`src/rtl/uart_rx_fifo_if.sv`:
```
// ---------------------------------------------------------------------------
// uart_rx_fifo_if
// Bundles every non-clock/reset signal of the UART receive buffer.
//   master : the UART receiver + host reader side (drives rx_* , rd_en, clears)
//   slave  : the receive buffer itself (drives head entry, status, statistics)
// Signals:
//   rx_done_tick / rx_data / rx_parity_error / rx_frame_error : receiver side
//   rd_en / rd_data / rd_parity_err / rd_frame_err             : FWFT read port
//   empty / full / almost_full / count                         : fill status
//   overrun / clr_overrun                                      : sticky drop flag
//   parity_err_cnt / frame_err_cnt / clr_stats                 : error statistics
// ---------------------------------------------------------------------------
interface uart_rx_fifo_if #(
    parameter int DATA_W = 8,
    parameter int ADDR_W = 4
);
    logic              rx_done_tick;
    logic [DATA_W-1:0] rx_data;
    logic              rx_parity_error;
    logic              rx_frame_error;
    logic              rd_en;
    logic [DATA_W-1:0] rd_data;
    logic              rd_parity_err;
    logic              rd_frame_err;
    logic              empty;
    logic              full;
    logic              almost_full;
    logic [ADDR_W:0]   count;
    logic              overrun;
    logic              clr_overrun;
    logic [7:0]        parity_err_cnt;
    logic [7:0]        frame_err_cnt;
    logic              clr_stats;

    modport master (
        output rx_done_tick, rx_data, rx_parity_error, rx_frame_error,
        output rd_en, clr_overrun, clr_stats,
        input  rd_data, rd_parity_err, rd_frame_err,
        input  empty, full, almost_full, count,
        input  overrun, parity_err_cnt, frame_err_cnt
    );

    modport slave (
        input  rx_done_tick, rx_data, rx_parity_error, rx_frame_error,
        input  rd_en, clr_overrun, clr_stats,
        output rd_data, rd_parity_err, rd_frame_err,
        output empty, full, almost_full, count,
        output overrun, parity_err_cnt, frame_err_cnt
    );
endinterface

```
`src/rtl/uart_rx_fifo.sv`:
```
// ---------------------------------------------------------------------------
// uart_rx_fifo
// Receive-side buffer behind the UART receiver. Each character is captured on
// the receiver's done pulse, combined one cycle later with the (late) frame
// error flag, and committed into a first-word-fall-through FIFO. Also keeps a
// sticky overrun flag and saturating parity/frame error counters.
// Ports:
//   clk    : clock
//   rst_n  : asynchronous active-low reset
//   bus    : uart_rx_fifo_if.slave (receiver inputs, read port, status, stats)
// ---------------------------------------------------------------------------
module uart_rx_fifo #(
    parameter int DATA_W    = 8,
    parameter int ADDR_W    = 4,
    parameter int AF_MARGIN = 2
) (
    input  logic           clk,
    input  logic           rst_n,
    uart_rx_fifo_if.slave  bus
);

    localparam int DEPTH   = 1 << ADDR_W;
    localparam int ENTRY_W = DATA_W + 2;
    localparam logic [ADDR_W:0]   DEPTH_C  = (ADDR_W+1)'(DEPTH);
    localparam logic [ADDR_W:0]   AF_LVL_C = (ADDR_W+1)'(DEPTH - AF_MARGIN);
    localparam logic [ADDR_W:0]   CNT_ONE  = (ADDR_W+1)'(1);
    localparam logic [ADDR_W-1:0] PTR_ONE  = ADDR_W'(1);

    typedef enum logic [0:0] {
        CAP_IDLE   = 1'b0,
        CAP_COMMIT = 1'b1
    } cap_state_e;

    // Saturating 8-bit increment for the error statistics.
    function automatic logic [7:0] sat_inc8(input logic [7:0] v);
        if (v == 8'hFF) begin
            return v;
        end else begin
            return v + 8'd1;
        end
    endfunction

    cap_state_e        state_q, state_d;
    logic [DATA_W-1:0] hold_data_q, hold_data_d;
    logic              hold_par_q, hold_par_d;
    logic [ENTRY_W-1:0] mem_q [DEPTH];
    logic [ADDR_W-1:0] wr_ptr_q, wr_ptr_d;
    logic [ADDR_W-1:0] rd_ptr_q, rd_ptr_d;
    logic [ADDR_W:0]   count_q, count_d;
    logic              overrun_q, overrun_d;
    logic [7:0]        par_cnt_q, par_cnt_d;
    logic [7:0]        frm_cnt_q, frm_cnt_d;

    logic               commit_s;
    logic               full_s;
    logic               empty_s;
    logic               wr_s;
    logic               drop_s;
    logic               rd_s;
    logic [ENTRY_W-1:0] entry_s;
    logic [ENTRY_W-1:0] head_s;

    // Capture FSM: latch data/parity on the tick, commit in the following cycle.
    always_comb begin
        state_d     = state_q;
        hold_data_d = hold_data_q;
        hold_par_d  = hold_par_q;
        commit_s    = 1'b0;
        case (state_q)
            CAP_IDLE: begin
                if (bus.rx_done_tick) begin
                    hold_data_d = bus.rx_data;
                    hold_par_d  = bus.rx_parity_error;
                    state_d     = CAP_COMMIT;
                end else begin
                    state_d     = CAP_IDLE;
                end
            end
            CAP_COMMIT: begin
                // The frame flag from the receiver is only valid now.
                commit_s = 1'b1;
                state_d  = CAP_IDLE;
            end
            default: begin
                state_d = CAP_IDLE;
            end
        endcase
    end

    // FIFO pointer/count/status next-state logic.
    always_comb begin
        full_s  = (count_q == DEPTH_C);
        empty_s = (count_q == {(ADDR_W+1){1'b0}});
        entry_s = {bus.rx_frame_error, hold_par_q, hold_data_q};
        // A pop in the same cycle frees the slot, so a full FIFO still accepts.
        wr_s    = commit_s && (!full_s || bus.rd_en);
        drop_s  = commit_s && full_s && !bus.rd_en;
        rd_s    = bus.rd_en && !empty_s;

        if (wr_s) begin
            wr_ptr_d = wr_ptr_q + PTR_ONE;
        end else begin
            wr_ptr_d = wr_ptr_q;
        end

        if (rd_s) begin
            rd_ptr_d = rd_ptr_q + PTR_ONE;
        end else begin
            rd_ptr_d = rd_ptr_q;
        end

        case ({wr_s, rd_s})
            2'b10:   count_d = count_q + CNT_ONE;
            2'b01:   count_d = count_q - CNT_ONE;
            default: count_d = count_q;
        endcase

        // A new drop outranks a simultaneous clear.
        if (drop_s) begin
            overrun_d = 1'b1;
        end else if (bus.clr_overrun) begin
            overrun_d = 1'b0;
        end else begin
            overrun_d = overrun_q;
        end

        // Statistics count every commit, dropped ones included; clear wins.
        if (bus.clr_stats) begin
            par_cnt_d = 8'd0;
            frm_cnt_d = 8'd0;
        end else if (commit_s) begin
            par_cnt_d = hold_par_q ? sat_inc8(par_cnt_q) : par_cnt_q;
            frm_cnt_d = bus.rx_frame_error ? sat_inc8(frm_cnt_q) : frm_cnt_q;
        end else begin
            par_cnt_d = par_cnt_q;
            frm_cnt_d = frm_cnt_q;
        end
    end

    // State, pointer, count, status and statistics registers.
    always_ff @(posedge clk or negedge rst_n) begin
        if (!rst_n) begin
            state_q     <= CAP_IDLE;
            hold_data_q <= {DATA_W{1'b0}};
            hold_par_q  <= 1'b0;
            wr_ptr_q    <= {ADDR_W{1'b0}};
            rd_ptr_q    <= {ADDR_W{1'b0}};
            count_q     <= {(ADDR_W+1){1'b0}};
            overrun_q   <= 1'b0;
            par_cnt_q   <= 8'd0;
            frm_cnt_q   <= 8'd0;
        end else begin
            state_q     <= state_d;
            hold_data_q <= hold_data_d;
            hold_par_q  <= hold_par_d;
            wr_ptr_q    <= wr_ptr_d;
            rd_ptr_q    <= rd_ptr_d;
            count_q     <= count_d;
            overrun_q   <= overrun_d;
            par_cnt_q   <= par_cnt_d;
            frm_cnt_q   <= frm_cnt_d;
        end
    end

    // Storage array; contents need no reset since count gates visibility.
    always_ff @(posedge clk) begin
        if (wr_s) begin
            mem_q[wr_ptr_q] <= entry_s;
        end
    end

    // FWFT head: present the oldest entry, or zeros when nothing is stored.
    always_comb begin
        if (empty_s) begin
            head_s = {ENTRY_W{1'b0}};
        end else begin
            head_s = mem_q[rd_ptr_q];
        end
    end

    assign bus.rd_data        = head_s[DATA_W-1:0];
    assign bus.rd_parity_err  = head_s[DATA_W];
    assign bus.rd_frame_err   = head_s[DATA_W+1];
    assign bus.empty          = empty_s;
    assign bus.full           = full_s;
    assign bus.almost_full    = (count_q >= AF_LVL_C);
    assign bus.count          = count_q;
    assign bus.overrun        = overrun_q;
    assign bus.parity_err_cnt = par_cnt_q;
    assign bus.frame_err_cnt  = frm_cnt_q;

endmodule
```
`src/flat_wrapper.sv`:
```
// flat-port wrapper written by rule: the top's interface ports become plain ports
module uart_rx_fifo_flat 
#(
    parameter int DATA_W    = 8,
    parameter int ADDR_W    = 4,
    parameter int AF_MARGIN = 2
)
  (clk, rst_n, bus_rx_done_tick, bus_rx_data, bus_rx_parity_error, bus_rx_frame_error, bus_rd_en, bus_clr_overrun, bus_clr_stats, bus_rd_data, bus_rd_parity_err, bus_rd_frame_err, bus_empty, bus_full, bus_almost_full, bus_count, bus_overrun, bus_parity_err_cnt, bus_frame_err_cnt);
  uart_rx_fifo_if #(.DATA_W(DATA_W), .ADDR_W(ADDR_W)) bus_i ();
  input  logic clk;
  input  logic rst_n;
  input wire logic [$bits(bus_i.rx_done_tick)-1:0] bus_rx_done_tick;
  input wire logic [$bits(bus_i.rx_data)-1:0] bus_rx_data;
  input wire logic [$bits(bus_i.rx_parity_error)-1:0] bus_rx_parity_error;
  input wire logic [$bits(bus_i.rx_frame_error)-1:0] bus_rx_frame_error;
  input wire logic [$bits(bus_i.rd_en)-1:0] bus_rd_en;
  input wire logic [$bits(bus_i.clr_overrun)-1:0] bus_clr_overrun;
  input wire logic [$bits(bus_i.clr_stats)-1:0] bus_clr_stats;
  output wire logic [$bits(bus_i.rd_data)-1:0] bus_rd_data;
  output wire logic [$bits(bus_i.rd_parity_err)-1:0] bus_rd_parity_err;
  output wire logic [$bits(bus_i.rd_frame_err)-1:0] bus_rd_frame_err;
  output wire logic [$bits(bus_i.empty)-1:0] bus_empty;
  output wire logic [$bits(bus_i.full)-1:0] bus_full;
  output wire logic [$bits(bus_i.almost_full)-1:0] bus_almost_full;
  output wire logic [$bits(bus_i.count)-1:0] bus_count;
  output wire logic [$bits(bus_i.overrun)-1:0] bus_overrun;
  output wire logic [$bits(bus_i.parity_err_cnt)-1:0] bus_parity_err_cnt;
  output wire logic [$bits(bus_i.frame_err_cnt)-1:0] bus_frame_err_cnt;
  assign bus_i.rx_done_tick = bus_rx_done_tick;
  assign bus_i.rx_data = bus_rx_data;
  assign bus_i.rx_parity_error = bus_rx_parity_error;
  assign bus_i.rx_frame_error = bus_rx_frame_error;
  assign bus_i.rd_en = bus_rd_en;
  assign bus_i.clr_overrun = bus_clr_overrun;
  assign bus_i.clr_stats = bus_clr_stats;
  assign bus_rd_data = bus_i.rd_data;
  assign bus_rd_parity_err = bus_i.rd_parity_err;
  assign bus_rd_frame_err = bus_i.rd_frame_err;
  assign bus_empty = bus_i.empty;
  assign bus_full = bus_i.full;
  assign bus_almost_full = bus_i.almost_full;
  assign bus_count = bus_i.count;
  assign bus_overrun = bus_i.overrun;
  assign bus_parity_err_cnt = bus_i.parity_err_cnt;
  assign bus_frame_err_cnt = bus_i.frame_err_cnt;
  uart_rx_fifo #(.DATA_W(DATA_W), .ADDR_W(ADDR_W), .AF_MARGIN(AF_MARGIN)) u_core (.clk(clk), .rst_n(rst_n), .bus(bus_i));
endmodule
```
`config.mk`:
```
export PLATFORM = sky130hd
export DESIGN_NAME = uart_rx_fifo_flat
export DESIGN_NICKNAME = d
export VERILOG_FILES = /design/src/rtl/uart_rx_fifo_if.sv /design/src/rtl/uart_rx_fifo.sv /design/src/flat_wrapper.sv
export SDC_FILE = /design/constraint.sdc
export NUM_CORES = 1
export LEC_CHECK = 0
export ABC_AREA = 1
export CORE_UTILIZATION = 47
export CTS_CLUSTER_DIAMETER = 200
export DETAILED_ROUTE_END_ITERATION = 7
export PLACE_DENSITY = 0.65
export REMOVE_ABC_BUFFERS = 1
export SETUP_SLACK_MARGIN = 0.4
export SYNTH_ARGS = -nofsm -noshare
export SYNTH_HDL_FRONTEND = slang
export SYNTH_SLANG_ARGS = --single-unit
```
`constraint.sdc`:
```
create_clock -name clk -period 3.6 [get_ports clk]
set_input_delay 0.72 -clock clk [delete_from_list [all_inputs] [get_ports clk]]
set_output_delay 0.72 -clock clk [all_outputs]
set_load 0.03 [all_outputs]
```
# Word level (Yosys, flattened, before mapping)

Memories as Yosys holds them, arrays and structs flattened.
Cells that the tools add are included.

Flip-flop bits (word level): 40
Bits in latches: 0
RAM bits: 160
Memory bits (read-only): 0
Bits of input ports: 16
Output and inout bits: 35
Logic and storage cells: 59
Memories kept: 1

Memories:

| name         | depth | width | rd ports | clocked after Yosys merged registers in | write ports | line               | source |
|---|---|---|---|---|---|---|---|
| u_core.mem_q | 16    | 10    | 1        | 0                                       | 1           | uart_rx_fifo.sv:46 | `logic [ENTRY_W-1:0] mem_q [DEPTH];` |

Add/sub/neg operators: 6
Multipliers: 0
Div/mod/pow operators: 0
Order comparisons: 1
Eq/ne operators: 7
Shifts and indexed selects: 0
Muxes and demuxes: 17
Bitwise operators: 1
Reduce and logical (&&, ||, !) cells: 17

Operators with widths:

| operator                                                          | number |
|---|---|
| 2-to-1 mux 8 bit                                                  | 8 |
| adder 8 x 1 -> 8 bit, second input constant                       | 2 |
| == test 8 bit, second input constant                              | 2 |
| 2-to-1 mux 10 bit                                                 | 1 |
| case mux 5 bit (2 select lines)                                   | 1 |
| nonzero test 2 bit                                                | 5 |
| adder 4 x 1 -> 4 bit, second input constant                       | 2 |
| 2-to-1 mux 1 bit                                                  | 6 |
| AND reduction 3 bit                                               | 2 |
| adder 5 x 1 -> 5 bit, second input constant                       | 1 |
| == test 5 bit, second input constant                              | 1 |
| greater-or-equal comparator 5 x 4 -> 1 bit, second input constant | 1 |
| logical NOT 5 bit                                                 | 1 |
| subtractor 5 x 1 -> 5 bit, second input constant                  | 1 |
| logical AND 1 bit                                                 | 4 |
| inequality test 2 bit, second input constant                      | 2 |
| logical NOT 1 bit                                                 | 3 |
| == test 2 x 1 -> 1 bit, second input constant                     | 1 |
| == test 2 bit, second input constant                              | 1 |
| case mux 1 bit (2 select lines)                                   | 1 |
| AND reduction 2 bit                                               | 1 |
| logical OR 1 bit                                                  | 1 |
| inverter 1 bit                                                    | 1 |

# Depth between registers and ports, before layout

Gate-level depths: netlist of run 1.

Word-level depth: 6
Mapped depth: 17

# Least setup slack after synthesis of run 1

Ideal clock, no wire load.

Path kind: register -> register
Start: reg u_core.count_q[2] (netlist: u_core.bus.count[2])
End: reg u_core.count_q[4] (netlist: u_core.bus.count[4])
Arrival time: 2,475 ps
Data required time: 3,483 ps
Slack: 1,007 ps
Cell stages (with the launch flop): 17
Path buffers: 1
Cell sequence: dfrtp_1 > nor2_2 > nand3_1 > nor2_2 > nand2_1 > nand2_1 > ha_1 > buf_2 > nand2_1 > inv_1 > nor2_1 > ha_1 > a21o_1 > nand3_1 > nand3_1 > nand3_1 > nand2_1

Word-level cells in the longest chain between the ends: 6
Elaborated cells between the ends (all ways): 13
Classes of those cells: 2 x add/sub; 3 x eq/ne; 1 x mux; 7 x reduce/logical

Ends and longest elaborated chain:

| item                                                                         | line                | source |
|---|---|---|
| from (decl)                                                                  | uart_rx_fifo.sv:49  | `logic [ADDR_W:0] count_q, count_d;` |
| from (signal assigned)                                                       | uart_rx_fifo.sv:148 | `count_q <= {(ADDR_W+1){1'b0}};` |
| from (signal assigned)                                                       | uart_rx_fifo.sv:158 | `count_q <= count_d;` |
| == test 5 bit *                                                              | uart_rx_fifo.sv:92  | `full_s = (count_q == DEPTH_C);` |
| named net bus_full                                                           | flat_wrapper.sv:23  | `output wire logic [$bits(bus_i.full)-1:0] bus_full;` |
| logical NOT 1 bit *                                                          | uart_rx_fifo.sv:96  | `wr_s = commit_s && (!full_s \|\| bus.rd_en);` |
| logical OR 1 bit *                                                           | uart_rx_fifo.sv:96  |  |
| logical AND 1 bit *                                                          | uart_rx_fifo.sv:96  |  |
| == test 2 x 1 -> 1 bit / == test 2 bit (equally long branches)               | uart_rx_fifo.sv:112 | `case ({wr_s, rd_s})` |
| case mux 5 bit (2 select lines) / nonzero test 2 bit (equally long branches) | -                   |  |

The timed path passes the listed nets; every way through them passes the cells marked *.
A chain may end at the register's enable or synchronous reset.

# Final worst setup path of run 1

Start: reg u_core.rd_ptr_q[0]
End: out bus_rd_frame_err

Word-level cells in the longest chain between the ends: 2

Ends and longest elaborated chain:

| item                   | line                | source |
|---|---|---|
| from (decl)            | uart_rx_fifo.sv:48  | `logic [ADDR_W-1:0] rd_ptr_q, rd_ptr_d;` |
| from (signal assigned) | uart_rx_fifo.sv:147 | `rd_ptr_q <= {ADDR_W{1'b0}};` |
| from (signal assigned) | uart_rx_fifo.sv:157 | `rd_ptr_q <= rd_ptr_d;` |
| memory (16 x 10 bit)   | -                   |  |
| 2-to-1 mux 10 bit      | uart_rx_fifo.sv:174 | `if (empty_s) begin` |
| to (decl)              | flat_wrapper.sv:21  | `output wire logic [$bits(bus_i.rd_frame_err)-1:0] bus_rd_frame_err;` |

Every way passes these cells.

==> flow_summary_export.csv, run 1 <==
group,metric,value,unit
run_status,status,"complete, no violations",
sta,finalSetupTns,0,ps
sta,fin_crit_sh,0.8346,
cells_and_area,final_cell_mix,"nand2_1 (299), edfxtp_1 (160), nand3_1 (143)",
global_route,grt_max_degree,83,
job,drv_cap,0,
place,dpl_worst_slack,703.0,ps
cells_and_area,final_common_cell,"nand2_1",
setup_path,cp.arrival,2280,ps
sta,hold_viol,0,
min_path,min_path_type,"in -> async",
cells_and_area,n_antenna_cell,0,
sta,finalSetupViolations,0,
clock_tree,clockBufferDepth,2,
die,die_area,18880,µm²
clock_tree,cts.clk_slew.worst_paths,70,ps
cells_and_area,syn_to_final_growth,15.41,%
setup_path,startpoint_type,"register",
power_and_ir_drop,power.static_leakage,3.982,nW
cells_and_area,n_fill_cell,1549,
power_and_ir_drop,clkPwrFrac,0.246,
setup_path,worst-setup-path-type,"reg -> out",
logic_synthesis,synth_top_cell_by_area,"edfxtp_1",
sta,setup_ws,595.5,ps
power_and_ir_drop,p_per_area,768.4,nW/µm²
global_route,grt_pass1_wl,30960,µm
logic_synthesis,yosys_warnings,0,
detailed_routing,ant_nets,0,
detailed_routing,viasPerCell,5.312,
sta,fin_crit,3005,ps
clock_tree,cts_tree,"done",
logic_synthesis,avgSynthCellArea,10.63,µm²
die,num_rows,49,
power_and_ir_drop,p_total,0.007641,W
sta,skew,6.808,ps
place,port_buffers,50,
logic_synthesis,ys_types,31,
setup_path,critPathCaptureType,"output port",
detailed_routing,vias,5886,
logic_synthesis,synth.cell_area,8617,µm²
logic_synthesis,synth-seq-cells,200,
setup_path,cp_max_fo,27,
cells_and_area,fin_nets,892,
die,start_util,0.4797,
clock_tree,htreeDepth,4,
setup_path,required,2880,ps
logic_synthesis,syn_inst,811,
clock_tree,root_buffer,"clkbuf_16",
power_and_ir_drop,sequentialPowerShare,0.389,
place,dp.cells,1076,
detailed_routing,drtIter0Drc,538,
place,hpwl,12030,µm
sta,slew_viol_final,0,
clock_tree,insertion_delay,430,ps
logic_synthesis,synth_top_area_share,0.5576,
cells_and_area,final_cells,1108,
power_and_ir_drop,combPwrFrac,0.365,
die,die_w,137.4,µm
detailed_routing,wirelength,19930,µm
power_and_ir_drop,p_int,0.004739,W
detailed_routing,dr.pass1.iters,5,
clock_tree,numCtsBuffers,17,
cells_and_area,drive_gt1_frac,0.08419,
place,routabilityCongestion,0.8524,
logic_synthesis,synth_area_leaders,"edfxtp_1 (56%), nand2_1 (13%), dfrtp_1 (12%)",
sta,max_slew_margin,0.3850,
global_route,grt-ovfl-total,0,
logic_synthesis,seq_area_frac_synth,0.6737,
sta,tightest_slew,922.5,ps
clock_tree,clock_sinks,200,
clock_tree,ctsHoldBuffers,0,
die,ios,51,
power_and_ir_drop,p_sw,0.002902,W
die,die_y,137.4,µm
global_route,antenna_found_initial,0,
power_and_ir_drop,vdd_drop_max,0.0005134,V
power_and_ir_drop,power.switching_fraction,0.3798,
die,core,17960,µm²
detailed_routing,routedWlPerCell,17.98,µm
global_route,grtUsageTotal,0.2259,
sta,rsz0062_at_grt,"no",
sta,max_freq,0.3328,GHz
detailed_routing,drc,0,
global_route,grt_pass1_vias,5394,
-- per-layer routing --
metal,track usage,vias up,wire length [µm]
met5,0,-,0
met4,0.06654,0,312
met3,0.04489,22,1181
met2,0.3406,200,9128
met1,0.3306,2812,9306
li1,-,2852,-
-- registers in the layout, indices dropped and copies added, names as in the netlist --
| register | flops |
|---|---|
| u_core.mem_q | 160 |
| u_core.bus.frame_err_cnt | 8 |
| u_core.bus.parity_err_cnt | 8 |
| u_core.hold_data_q | 8 |
| u_core.bus.count | 5 |
| u_core.rd_ptr_q | 4 |
| u_core.wr_ptr_q | 4 |
| u_core.bus.overrun | 1 |
| u_core.hold_par_q | 1 |
| u_core.state_q | 1 |
-- worst paths after layout --
path	cells past startpoint	from	endpoint	slack, ps
max	9	u_core.rd_ptr_q[0]$_DFFE_PN0P_	bus_rd_frame_err	600
min	1	rst_n	u_core.bus.count[0]$_DFFE_PN0P_	420
max reg2reg	15	u_core.bus.count[3]$_DFFE_PN0P_	u_core.bus.count[4]$_DFFE_PN0P_	1190
min reg2reg	2	u_core.bus.frame_err_cnt[1]$_DFFE_PN0P_	u_core.bus.frame_err_cnt[1]$_DFFE_PN0P_	530
max in group asynchronous	1	rst_n	u_core.rd_ptr_q[0]$_DFFE_PN0P_	2540
min in group clk	2	u_core.bus.frame_err_cnt[1]$_DFFE_PN0P_	u_core.bus.frame_err_cnt[1]$_DFFE_PN0P_	530
-- per-stage QoR --
step | area (µm²) | hold slack (ps) | utilization
floorplan | 8426 | 424.4 | -
global placement | 9361 | 521.3 | 0.5211
detailed placement | 9361 | 522.5 | 0.5211
CTS | 9938 | 454.0 | 0.5532
global route | 9945 | 504.8 | 0.5536
finish | 9945 | 423.9 | 0.5536
-- Yosys cell counts --
cell type and count:
nand2_1 299, edfxtp_1 160, nand3_1 143, dfrtp_1 40, inv_1 30, nor2_1 27, buf_2 15, o21ai_0 15
a21oi_1 12, xor2_1 12, buf_4 10, ha_1 10, clkbuf_1 9, nor2_2 5, nand2_2 3, nand4_1 3
a21o_1 2, buf_1 2, xnor2_1 2, a21oi_4 1, a31o_2 1, clkinv_1 1, clkinv_2 1, inv_4 1
nand3b_1 1, nor2_8 1, nor3_1 1, o211ai_1 1, o21ai_2 1, o22ai_1 1, or2_2 1
-- power by group through the flow --
stage | Sequential (W) | Clock [W] | Combinational (W)
3_3_place_gp | 0.00301 | 0 | 0.00277
2_1_floorplan | 0.00315 | 0 | 0.00158
3_5_place_dp | 0.00301 | 0 | 0.00279
4_1_cts | 0.00297 | 0.00190 | 0.00280
6_report | 0.00297 | 0.00188 | 0.00279
5_1_grt | 0.00300 | 0.00199 | 0.00309
-- logic make-up after synthesis --
group	share of synthesized area
AOI/OAI and AO/OA	0.02294
DFF	0.6737
buffers and inverters	0.03703
and+or+nand+nor	0.2376
adders and majority gates	0.01452
xor gates and xnor gates	0.01423
-- final cells by class --
| cell class | instances | area, µm² | share of cell area |
|---|---|---|---|
| Inverter | 33 | 130.1 | 0.01309 |
| Sequential cell | 200 | 5807 | 0.5839 |
| Tap cell | 229 | 286.5 | 0.02881 |
| Clock buffer | 23 | 447.9 | 0.04504 |
| Timing Repair Buffer | 72 | 655.6 | 0.06593 |
| Multi-Input combinational cell | 542 | 2492 | 0.2506 |
| Clock inverter | 9 | 125.1 | 0.01258 |
-- critical path, stage by stage (launching register included) --
cell,delay [ps]
dfrtp_2,440
inv_6,210
buf_4,300
nand2_1,100
nand3_1,80
nand3_1,80
nand2_1,130
nand2_1,70
a21oi_1,220
buf_4,200
-- what timing repair did --
action / CTS / global route
setup endpoints to repair: 3 / 1
resized for setup: 1 / 3
setup buffers: 0 / 0
(Power assumes the default switching activity.)
==> run 2: changes to the inputs <==
==> constraint.sdc (replaced) <==
create_clock -name clk -period 3.12 [get_ports clk]
set_input_delay 0.624 -clock clk [delete_from_list [all_inputs] [get_ports clk]]
set_output_delay 0.624 -clock clk [all_outputs]
set_load 0.03 [all_outputs]
==> run 2 against run 1 <==
- cell area is 4.7% higher
- critical endpoint is now bus_rd_data[1]
- clock-buffer cell count is 6 lower
- sequential cell count stayed put
- non-clock buffer count is 18 higher
- combinational power is 45% higher
- total power is 26% higher
- cell count is 1.7% higher
- critical path type unchanged
- register-to-register slack worse by 500 ps
- via count is 2.7% higher
- sequential share of layout area is 2.6 points lower
==> flow_summary_export.csv, run 2 (synthesis gave the netlist of run 1 again) <==
group,metric,value,unit
cells_and_area,largest_register_ffs,160,
job,drv_cap,0,
die,start_util,0.4797,
cells_and_area,utilization,0.5795,
clock_tree,numCtsBuffers,17,
detailed_routing,routedWlPerCell,18.52,µm
sta,fin_crit,2710,ps
setup_path,startpoint_type,"register",
cells_and_area,final_common_cell,"nand2_1",
cells_and_area,fin_area,10410,µm²
min_path,min_path_type,"in -> async",
sta,hold_viol,0,
setup_path,cp_cell_sequence,"buf_4, clkbuf_16, nand2_1, nand3_1, nand3_1, nand2_2, nand2_1, a21oi_2, buf_6",
die,core,17960,µm²
power_and_ir_drop,p_per_area,925.3,nW/µm²
setup_path,slowest_stage,"dfrtp_4",
global_route,antenna_found_initial,0,
detailed_routing,drc,0,
clock_tree,htreeDepth,4,
sta,max_freq,0.3690,GHz
setup_path,reg2reg_to,"u_core.bus.count[4]$_DFFE_PN0P_",
clock_tree,clockBufferDepth,2,
setup_path,worst_r2r_startpoint,"u_core.bus.count[2]$_DFFE_PN0P_",
cells_and_area,largest-register,"u_core.mem_q",
clock_tree,cts_tree,"done",
power_and_ir_drop,power.static_leakage,4.217,nW
sta,fin_crit_sh,0.8686,
clock_tree,ctsHoldBuffers,0,
die,die_y,137.4,µm
die,die_w,137.4,µm
sta,skew,8.269,ps
setup_path,slowest_delay,520,ps
place,placed_area,9429,µm²
cells_and_area,final_cell_mix,"nand2_1 (295), edfxtp_1 (160), nand3_1 (137)",
setup_path,crit_path_start,"u_core.rd_ptr_q[0]$_DFFE_PN0P_",
detailed_routing,dr.pass1.iters,5,
cells_and_area,fin_nets,911,
setup_path,cp.arrival,2090,ps
run_status,status,"complete, no violations",
setup_path,reg2reg_depth,15,
setup_path,endpoint,"bus_rd_data[1]",
clock_tree,cts.clk_slew.worst_paths,70,ps
setup_path,rrSetupSlack,690,ps
clock_tree,root_buffer,"clkbuf_16",
detailed_routing,wirelength,20870,µm
setup_path,critPathCaptureType,"output port",
global_route,grtUsageTotal,0.2294,
place,routabilityCongestion,0.8254,
detailed_routing,viasPerCell,5.364,
sta,setup_ws,409.9,ps
detailed_routing,drtIter0Drc,638,
place,hpwl,11710,µm
setup_path,cp_max_fo,10,
setup_path,required,2500,ps
sta,holdWs,333.7,ps
detailed_routing,ant_nets,0,
sta,tightest_slew,943.7,ps
sta,finalSetupViolations,0,
place,dpl_worst_slack,471.2,ps
power_and_ir_drop,vdd_drop_max,0.0006684,V
place,port_buffers,50,
die,num_rows,49,
global_route,grt-ovfl-total,0,
clock_tree,insertion_delay,430,ps
global_route,grt_pass1_vias,5623,
global_route,grt_pass1_wl,31270,µm
clock_tree,clock_sinks,200,
setup_path,worst-setup-path-type,"reg -> out",
sta,max_slew_margin,0.3708,
die,ios,51,
die,die_area,18880,µm²
cells_and_area,n_antenna_cell,0,
sta,slew_viol_final,0,
sta,rsz0062_at_grt,"yes",
cells_and_area,syn_to_final_growth,20.81,%
detailed_routing,vias,6045,
global_route,grt_max_degree,43,
cells_and_area,drive_gt1_frac,0.1292,
run 2: cell count changes in the layout (fill, tap and decap cells not counted), sizes merged, moves of 2 or more:
cell	delta
clkdlybuf4s50	-2
buf	+14
inv	+4
clkbuf	-2
clkinv	+6
clkinvlp	-2
run 2: per-stage QoR:
stage	instances	TNS (ps)	power, W
floorplan	775	-2636	0.005458
global placement	1080	0	0.006740
detailed placement	1080	0	0.006778
CTS	1122	0	0.009247
global route	1127	0	0.01012
finish	1127	0	0.009633
run 2: worst min path at each step:
stage / endpoint / slack (ps) / cells past startpoint
after floorplan: u_core.bus.count[0]$_DFFE_PN0P_ / 330 / 0
after global placement: u_core.bus.frame_err_cnt[6]$_DFFE_PN0P_ / 530 / 2
after detailed placement: u_core.bus.frame_err_cnt[6]$_DFFE_PN0P_ / 520 / 2
after CTS: u_core.bus.count[1]$_DFFE_PN0P_ / 360 / 1
after global routing: u_core.bus.count[1]$_DFFE_PN0P_ / 400 / 1
final: u_core.bus.count[1]$_DFFE_PN0P_ / 330 / 1
run 2: area by class of cell:
type	count	area (µm²)
sequential	200	5809
fill	1491	7553
clock buffer	17	425.4
tap	229	286.5
timing repair inverter	1	16.27
clock inverter	15	151.4
multi-input combinational	542	2566
timing repair buffer	90	1017
inverter	33	137.6
run 2: repair_timing:
action,in CTS,in global routing
gates cloned,4,4
setup endpoints to repair,11,11
pin swaps,1,10
hold endpoints to repair,0,0
buffers inserted,6,1
resized for setup,14,28
run 2: routing by layer:
metal / routed length (µm) / vias up / share of wire / GRT usage
met5: 0 / - / 0 / 0
met4: 376 / 0 / 0.018 / 0.07692
met3: 1578 / 28 / 0.076 / 0.04562
met2: 9420 / 232 / 0.45 / 0.3490
met1: 9498 / 2882 / 0.46 / 0.3293
li1: - / 2903 / - / -
run 2: report_power, final:
group / switching, W / total (W) / internal [W]
Clock: 0.000965 / 0.00215 / 0.00118
Combinational: 0.00250 / 0.00404 / 0.00153
Sequential: 0.000264 / 0.00345 / 0.00318
run 2: worst max-delay path: cells and delay by family, from the launching register on:
kind | cells | cell delay, ps
simple gates | 5 | 450
flops | 1 | 520
buf+inv | 3 | 500
compound gates | 1 | 190
==> run 3: changes to the inputs <==
--- a/config.mk
+++ b/config.mk
@@ -6,10 +6,9 @@
 export NUM_CORES = 1
 export LEC_CHECK = 0
 export ABC_AREA = 1
-export CORE_UTILIZATION = 47
+export CORE_UTILIZATION = 40
 export CTS_CLUSTER_DIAMETER = 200
 export DETAILED_ROUTE_END_ITERATION = 7
-export PLACE_DENSITY = 0.65
 export REMOVE_ABC_BUFFERS = 1
 export SETUP_SLACK_MARGIN = 0.4
 export SYNTH_ARGS = -nofsm -noshare
==> run 3 against run 2 <==
- utilization is 7.7 points lower
- wire length is 2.4% higher
- maximum frequency fell by 0.74%
- worst setup slack got worse by 20 ps
- first-iteration DRC count decreased by 35%
- die area is 17% higher
- combinational power increased by 4%
- total power rose by 1.7%
- largest power group unchanged
==> flow_summary_export.csv, run 3 (synthesis gave the netlist of run 1 again) <==
group,metric,value,unit
run_status,status,"complete, no violations",
cells_and_area,largest_register_ffs,160,
cells_and_area,largest-register,"u_core.mem_q",
cells_and_area,drive_gt1_frac,0.1438,
sta,finalSetupTns,0,ps
sta,hold_viol,0,
setup_path,reg2reg_depth,15,
clock_tree,insertion_delay,440,ps
detailed_routing,drc,0,
setup_path,critPathCaptureType,"output port",
detailed_routing,routedWlPerCell,18.13,µm
die,ios,51,
clock_tree,ctsHoldBuffers,0,
clock_tree,clock_sinks,200,
die,die_area,22130,µm²
die,start_util,0.4086,
detailed_routing,viasPerCell,5.107,
min_path,min_path_type,"in -> async",
clock_tree,numCtsBuffers,17,
die,num_rows,53,
cells_and_area,syn_to_final_growth,22.91,%
global_route,grt_max_degree,41,
detailed_routing,drtIter0Drc,414,
detailed_routing,ant_nets,0,
setup_path,rrSetupSlack,680,ps
global_route,grt-ovfl-total,0,
setup_path,slowest_stage,"dfrtp_2",
sta,finalSetupViolations,0,
sta,rsz0062_at_grt,"yes",
die,die_w,148.8,µm
place,routabilityCongestion,0.8196,
sta,skew,11.99,ps
cells_and_area,utilization,0.5023,
detailed_routing,vias,6021,
die,core,21090,µm²
sta,fin_crit,2730,ps
setup_path,slowest_delay,530,ps
global_route,antenna_found_initial,0,
power_and_ir_drop,vdd_drop_max,0.0004770,V
job,drv_cap,0,
global_route,grtUsageTotal,0.1975,
setup_path,crit_family,"flip-flops",
clock_tree,clockBufferDepth,2,
place,port_buffers,50,
setup_path,cp_max_fo,16,
cells_and_area,n_antenna_cell,0,
power_and_ir_drop,power.static_leakage,4.270,nW
die,die_y,148.8,µm
place,hpwl,12290,µm
detailed_routing,wirelength,21380,µm
setup_path,reg2reg_to,"u_core.bus.count[4]$_DFFE_PN0P_",
clock_tree,root_buffer,"clkbuf_16",
global_route,grt_pass1_vias,5640,
setup_path,cp.arrival,2110,ps
sta,max_freq,0.3663,GHz
setup_path,crit_buf_inv,3,
clock_tree,cts.clk_slew.worst_paths,70,ps
detailed_routing,dr.pass1.iters,7,
cells_and_area,fin_nets,917,
setup_path,required,2500,ps
cells_and_area,final_cell_mix,"nand2_1 (293), edfxtp_1 (160), nand3_1 (134)",
setup_path,startpoint_type,"register",
sta,fin_crit_sh,0.8751,
clock_tree,cts_tree,"done",
global_route,grt_pass1_wl,32260,µm
setup_path,cp_cell_sequence,"inv_8, buf_16, nand2_1, nand3_1, nand3_1, nand2_1, nand2_1, a21oi_2, buf_6",
sta,slew_viol_final,0,
sta,tightest_slew,959.1,ps
setup_path,worst-setup-path-type,"reg -> out",
setup_path,worst_r2r_startpoint,"u_core.bus.count[2]$_DFFE_PN0P_",
power_and_ir_drop,p_per_area,925.1,nW/µm²
setup_path,crit_path_frequent_cell,"nand2_1",
sta,max_slew_margin,0.3606,
clock_tree,htreeDepth,4,
cells_and_area,final_common_cell,"nand2_1",
cells_and_area,n_fill_cell,1907,
run 3: cell type report:
cell class,count,area [µm²],share of cell area
Clock buffer,18,429.2,0.04052
Multi-Input combinational cell,542,2586,0.2442
Clock inverter,14,141.4,0.01335
Timing Repair inverter,1,6.256,0.0005907
Timing Repair Buffer,96,1144,0.1080
Tap cell,275,344.1,0.03249
Sequential cell,200,5808,0.5484
Inverter,33,132.6,0.01252
run 3: how the worst max path moves through the flow:
stage | startpoint | endpoint | slack [ps] | depth (start not counted)
final | u_core.rd_ptr_q[0]$_DFFE_PN0P_ | bus_rd_data[4] | 390 | 9
after global routing | u_core.rd_ptr_q[0]$_DFFE_PN0P_ | bus_rd_data[2] | 330 | 9
after CTS | u_core.rd_ptr_q[0]$_DFFE_PN0P_ | bus_rd_data[1] | 380 | 9
after detailed placement | bus_rd_en | u_core.bus.count[4]$_DFFE_PN0P_ | 360 | 13
after global placement | bus_rd_en | u_core.bus.count[4]$_DFFE_PN0P_ | 430 | 13
after floorplan | u_core.rd_ptr_q[0]$_DFFE_PN0P_ | bus_rd_data[1] | -260 | 7
run 3: report_power, final:
part	internal, W	switching [W]	leakage, nW
logic	0.00167	0.00251	2.03
registers	0.00318	0.000280	1.97
clock network	0.00112	0.00103	0.274
run 3: what timing repair did:
| action | 4_1_cts | 5_1_grt |
|---|---|---|
| gates cloned | 5 | 7 |
| endpoints found under the hold margin | 0 | 0 |
| resized for setup | 16 | 28 |
| pin swaps | 5 | 11 |
| buffers inserted | 5 | 1 |
| endpoints found under the setup margin | 11 | 11 |
run 3: layer usage:
metal / track usage / vias up / wire length (µm)
li1: - / 2912 / -
met1: 0.2896 / 2877 / 9948
met2: 0.2937 / 202 / 9562
met3: 0.04495 / 30 / 1412
met4: 0.05612 / 0 / 456
met5: 0 / - / 0
run 3: stage by stage:
step                std cells  hold slack (ps)  worst slack, ps  power (W)  cell area (µm²)
global placement         1129            525.0            431.7   0.006760             9497
CTS                      1171            369.5            378.7   0.009356            10300
finish                   1179            328.3            389.7   0.009798            10590
detailed placement       1129            527.9            356.2   0.006792             9497
global route             1179            422.9            325.9    0.01030            10590
floorplan                 775            328.4           -264.0   0.005458             8426
run 3: worst register-to-register path, stage by stage, from the launching register on:
cell and delay, ps:
dfrtp_1 460, nor2_2 180, nand3_1 100, nor2_2 190, nand2_1 100, nand2_1 130
ha_1 320, nand2_1 80, inv_1 70, nor2_1 60, ha_1 170, a21o_1 170
nand3_1 100, nand3_1 70, nand3_1 90, nand2_1 50
